## config.mk

```make
export PLATFORM = sky130hd
export DESIGN_NAME = n1_pfetch
export DESIGN_NICKNAME = d
export VERILOG_FILES = /design/src/rtl/n1_pfetch.sv
export SDC_FILE = /design/constraint.sdc
export NUM_CORES = 1
export LEC_CHECK = 0
export ABC_CLOCK_PERIOD_IN_PS = 3350
export CORE_MARGIN = 2
export CORE_UTILIZATION = 30
export CTS_BUF_LIST = sky130_fd_sc_hd__clkbuf_8 sky130_fd_sc_hd__clkbuf_16
export CTS_CLUSTER_SIZE = 14
export DETAILED_ROUTE_END_ITERATION = 6
export GPL_TIMING_DRIVEN = 1
export HOLD_SLACK_MARGIN = 0.06
export PLACE_DENSITY_LB_ADDON = 0.08
export SYNTH_ARGS = -nofsm -noshare
export SYNTH_HDL_FRONTEND = slang
export SYNTH_SLANG_ARGS = --single-unit
```

## constraint.sdc

```tcl
create_clock -name clk_i -period 3.35 [get_ports clk_i]
set_input_delay 0.5025 -clock clk_i [delete_from_list [all_inputs] [get_ports clk_i]]
set_output_delay 0.5025 -clock clk_i [all_outputs]
set_load 0.03 [all_outputs]
```

## src/rtl/n1_pfetch.sv

```systemverilog
// Instruction prefetch unit: issues single-word Wishbone reads for the address
// generation unit and buffers returned words in a small FIFO for the IR stage.
module n1_pfetch #(
    parameter int         FIFO_DEPTH = 2,
    parameter logic [3:0] RTY_LIMIT  = 4'd15
) (
    input  logic        clk_i,
    input  logic        sync_rst_i,
    input  logic        pagu2pf_req_i,
    input  logic [15:0] pagu2pf_adr_i,
    output logic        pf2pagu_acc_o,
    input  logic        fc2pf_flush_i,
    output logic        pbus_cyc_o,
    output logic        pbus_stb_o,
    output logic        pbus_we_o,
    output logic [15:0] pbus_adr_o,
    input  logic        pbus_ack_i,
    input  logic        pbus_err_i,
    input  logic        pbus_rty_i,
    input  logic        pbus_stall_i,
    input  logic [15:0] pbus_dat_i,
    output logic        pf2ir_vld_o,
    output logic [15:0] pf2ir_dat_o,
    input  logic        ir2pf_rdy_i,
    output logic        pf2fc_err_o,
    output logic        pf2fc_bsy_o,
    output logic [1:0]  prb_pf_state_o,
    output logic [3:0]  prb_pf_cnt_o
);

    localparam int         PW      = (FIFO_DEPTH > 1) ? $clog2(FIFO_DEPTH) : 1;
    localparam logic [3:0] DEPTH_L = 4'(FIFO_DEPTH);
    localparam logic [PW-1:0] PTR_ONE = PW'(1);
    localparam logic [PW:0]   CNT_ONE = (PW + 1)'(1);

    typedef enum logic [1:0] {
        IDLE  = 2'b00,
        REQ   = 2'b01,
        WAIT  = 2'b10,
        DRAIN = 2'b11
    } state_e;

    state_e        state_q, state_d;
    logic [15:0]   adr_q;
    logic [3:0]    rty_q;
    logic          err_q;
    logic [15:0]   mem_q [FIFO_DEPTH];
    logic [PW-1:0] wr_ptr_q, rd_ptr_q;
    logic [PW:0]   cnt_q;

    logic       acc, push, pop, set_err, rty_inc, resp, pend;
    logic [3:0] fill_lvl;

    // The outstanding fetch reserves a slot so an ack can always be stored.
    assign pend     = (state_q != IDLE);
    assign fill_lvl = 4'(cnt_q) + {3'b000, pend};
    assign resp     = pbus_ack_i | pbus_err_i | pbus_rty_i;
    assign pop      = pf2ir_vld_o & ir2pf_rdy_i;

    always_comb begin
        // NOTE: every combinational output gets a default first so no path can infer a latch.
        state_d = state_q;
        acc     = 1'b0;
        push    = 1'b0;
        set_err = 1'b0;
        rty_inc = 1'b0;
        case (state_q)
            IDLE: begin
                if (pagu2pf_req_i && !fc2pf_flush_i && !err_q && !sync_rst_i &&
                    (fill_lvl < DEPTH_L)) begin
                    acc     = 1'b1;
                    state_d = REQ;
                end
            end
            REQ: begin
                if (fc2pf_flush_i)      state_d = IDLE;
                else if (!pbus_stall_i) state_d = WAIT;
            end
            WAIT: begin
                if (fc2pf_flush_i) begin
                    // A response in the flush cycle already closes the transaction.
                    state_d = resp ? IDLE : DRAIN;
                end else if (pbus_err_i) begin
                    set_err = 1'b1;
                    state_d = IDLE;
                end else if (pbus_ack_i) begin
                    push    = 1'b1;
                    state_d = IDLE;
                end else if (pbus_rty_i) begin
                    if (rty_q == RTY_LIMIT) begin
                        set_err = 1'b1;
                        state_d = IDLE;
                    end else begin
                        rty_inc = 1'b1;
                        state_d = REQ;
                    end
                end
            end
            DRAIN: begin
                if (resp) state_d = IDLE;
            end
            default: state_d = IDLE;
        endcase
    end

    // NOTE: sequential state uses non-blocking assignments so every register samples pre-edge values.
    always_ff @(posedge clk_i) begin
        if (sync_rst_i) begin
            state_q  <= IDLE;
            adr_q    <= 16'h0000;
            rty_q    <= 4'd0;
            err_q    <= 1'b0;
            wr_ptr_q <= '0;
            rd_ptr_q <= '0;
            cnt_q    <= '0;
        end else begin
            state_q <= state_d;
            if (acc) adr_q <= pagu2pf_adr_i;

            if (acc)          rty_q <= 4'd0;
            else if (rty_inc) rty_q <= rty_q + 4'd1;

            if (fc2pf_flush_i) err_q <= 1'b0;
            else if (set_err)  err_q <= 1'b1;

            if (fc2pf_flush_i) begin
                wr_ptr_q <= '0;
                rd_ptr_q <= '0;
                cnt_q    <= '0;
            end else begin
                if (push) wr_ptr_q <= wr_ptr_q + PTR_ONE;
                if (pop)  rd_ptr_q <= rd_ptr_q + PTR_ONE;
                case ({push, pop})
                    2'b10:   cnt_q <= cnt_q + CNT_ONE;
                    2'b01:   cnt_q <= cnt_q - CNT_ONE;
                    default: cnt_q <= cnt_q;
                endcase
            end
        end
    end

    // NOTE: the data array is deliberately not reset; the count and pointers alone define validity.
    always_ff @(posedge clk_i) begin
        if (push) mem_q[wr_ptr_q] <= pbus_dat_i;
    end

    assign pf2pagu_acc_o  = acc;
    assign pbus_cyc_o     = pend;
    assign pbus_stb_o     = (state_q == REQ);
    assign pbus_we_o      = 1'b0;
    assign pbus_adr_o     = pend ? adr_q : 16'h0000;
    assign pf2ir_vld_o    = (cnt_q != '0);
    assign pf2ir_dat_o    = pf2ir_vld_o ? mem_q[rd_ptr_q] : 16'h0000;
    assign pf2fc_err_o    = err_q;
    assign pf2fc_bsy_o    = pend;
    assign prb_pf_state_o = state_q;
    assign prb_pf_cnt_o   = fill_lvl;

endmodule

```

==> impl_metrics.ini <==
[timing]
period_share_pct = 82.45
finalSetupViolCount = 0
hold_viol_final = 0
finalMaxSlewViolations = 0
tns_ns = 0
finClkSkew_ns = 0.006244
fmax_mhz = 362.0
holdWs_ns = 0.4496
fin_crit_ns = 2.762
rsz0062_at_grt = no

[clock_network]
cts_resized = 0
cts_root_buffer = clkbuf_8
htree_levels = 3
clk_latency_ns = 0.33
cts_setup_buffers = 0
cts_made_buffers = 9
clk_pin_slew_ns = 0.07
hold_buffers = 0
cts.sink_count = 60
cts_tree = yes
cts_max_path_buffers = 2

[flow_run]
max_cap_viol_count = 0

[setup_path]
max_stage_delay_ns = 0.48
end_kind = output port
crit_type = flip-flop to output port
crit_chain = nor2_2 -> inv_2 -> ha_1 -> inv_1 -> ha_1 -> nand3b_1 -> or4_1 -> nor2_2 -> buf_4
critical_path.max_fanout = 9
slowest_stage = or4_1
critPathArrivalTime_ns = 2.26
start_kind = flip-flop
required_ns = 2.85

[floorplanning]
core-area_sq_mm = 0.008217
die_y_microns = 96.29
die_w_microns = 96.29
start_util_pct = 31.09
io_pins = 86
dieArea_sq_mm = 0.009271
row_count = 33

[routing]
first_iter_violations = 30
ant_nets = 0
route.vias.total = 1896
drtPass1Iterations = 6
wl_mm = 5.535
vias_per_cell = 4.399
drc = 0
routedWlPerCell_microns = 12.84

[global_route]
overflow = 0
grt_use_total_pct = 12.81
grt_pass1_wl_mm = 8.707
grt_max_degree = 26
grt_pass1_vias = 1793
antenna_found_initial = 0

[run_status]
outcome = finished, final reports clean

[final_layout]
final_common_cell = clkdlybuf4s50_1
area_growth_pct = 46.62
nets = 367
final_cell_mix = clkdlybuf4s50_1 (82), nand2_1 (33), edfxtp_1 (32)
final_cell_area_sq_mm = 0.003746
n_antenna_cell = 0
drive_gt1_share_pct = 10.12

[yosys]
ys_warn_count = 0
ys_seq_area_share_pct = 59.55
synth-seq-cells = 60
synthesis.area_sq_mm = 0.002555
yosysUniqueCellTypes = 38
netlist_instances = 233
avgSynthCellArea_sq_um = 10.97

[placed_design]
io_buffers = 83
placed_area_sq_mm = 0.003521
place_congestion = 0.6738
dp_hpwl_mm = 3.699

[worst_hold_path]
min_path_type = flip-flop to flip-flop

[pwr]
p_per_area_mw_per_mm2 = 441.8
leakage_uw = 0.001247
ir_drop_mv = 0.2196
-- worst max-delay path, delay by kind of cell (launching register included) --
kind	cells	cell delay, ns
and+or+nand+nor	4	0.93
DFF	1	0.40
adders and majority gates	2	0.32
buffers and inverters	3	0.28
-- registers in the layout, indices dropped and copies added, names as in the netlist, named ones only --
name / cells
mem_q: 32
adr_q: 16
rty_q: 4
cnt_q: 2
prb_pf_state_o: 2
pf2fc_err_o: 1
rd_ptr_q: 1
wr_ptr_q: 1
-- cell families (layout without fill, tap and decap cells) --
family                   after synthesis  after routing  synth area share, %
AND/OR/NAND/NOR                       97             97                19.25
flip-flops                            60             60                59.55
AO/OA/AOI/OAI                         26             26                6.122
buffers and inverters                 20            112                3.428
multiplexers                          17             17                6.660
XOR/XNOR                               7              7                2.400
adder cells (fa/ha/maj)                5              5                2.449
other                                  1              2               0.1468
-- per-stage QoR --
| step | power (uW) | setup slack, ns | std cells | utilization [%] |
|---|---|---|---|---|
| 5_1_grt | 1725 | 0.3869 | 431 | 45.59 |
| 3_3_place_gp | 953.5 | 0.7746 | 415 | 42.85 |
| 4_1_cts | 1682 | 0.5277 | 431 | 45.59 |
| 6_report | 1655 | 0.5878 | 431 | 45.59 |
| 3_5_place_dp | 954.0 | 0.7849 | 415 | 42.85 |
| 2_1_floorplan | 873.2 | 0.05735 | 234 | - |
-- layer usage --
layer | up-vias | wire length [microns] | part of all wire, % | track usage [%]
li1 | 976 | - | - | -
met2 | 56 | 2569 | 46 | 19.68
met5 | - | 0 | 0 | 0
met4 | 0 | 63 | 1.1 | 6.786
met1 | 858 | 2506 | 45 | 15.33
met3 | 6 | 396 | 7.2 | 5.168
-- where the power goes --
| part | leakage, uW | internal [uW] | total [uW] | switching, uW |
|---|---|---|---|---|
| Sequential | 0.000515 | 784 | 791 | 6.56 |
| Combinational | 0.000627 | 75.2 | 146 | 70.3 |
| Clock | 0.000105 | 437 | 719 | 282 |
-- area by class of cell --
cell class                      instances  area, sq um
Tap cell                              105        131.4
Multi-Input combinational cell        154        960.9
Clock buffer                           10        137.6
Timing Repair Buffer                   91        888.4
Clock inverter                          6        87.58
Inverter                                5        18.77
Fill cell                             814         4471
Sequential cell                        60         1521
-- Yosys cell counts --
library cell / count / area share, %
nand2_1: 33 / 4.8
edfxtp_1: 32 / 38
dfxtp_1: 28 / 22
nor2_1: 24 / 3.5
a21oi_1: 18 / 3.5
nor2b_1: 18 / 4.4
mux2i_1: 17 / 6.7
clkbuf_1: 9 / 1.3
nor3_1: 8 / 1.6
ha_1: 5 / 2.4
xnor2_1: 5 / 1.7
buf_4: 3 / 0.88
inv_1: 3 / 0.44
buf_1: 2 / 0.29
inv_2: 2 / 0.29
nand3_1: 2 / 0.39
nand3b_1: 2 / 0.59
xor2_1: 2 / 0.69
a211oi_1: 1 / 0.29
a211oi_2: 1 / 0.49
a21boi_0: 1 / 0.29
a21o_1: 1 / 0.29
a221oi_1: 1 / 0.34
and2b_1: 1 / 0.29
and3_1: 1 / 0.25
buf_2: 1 / 0.20
conb_1: 1 / 0.15
nand4b_1: 1 / 0.34
nand4bb_4: 1 / 1.1
nor4_1: 1 / 0.25
nor4b_1: 1 / 0.34
o211ai_1: 1 / 0.29
o21ai_1: 1 / 0.20
o311a_1: 1 / 0.39
or3_1: 1 / 0.25
or3_4: 1 / 0.44
or4_1: 1 / 0.29
or4b_1: 1 / 0.39
-- path summary, 6_finish.rpt --
path	start	cells past startpoint	endpoint	slack [ns]
worst max-delay path	prb_pf_state_o[0]	9	pf2pagu_acc_o	0.59
worst min-delay path	adr_q[13]	2	adr_q[13]	0.45
worst max register to register	prb_pf_state_o[0]	10	adr_q[4]	1.23
worst min register to register	adr_q[13]	2	adr_q[13]	0.45
Power figures use the tool's default switching activity.
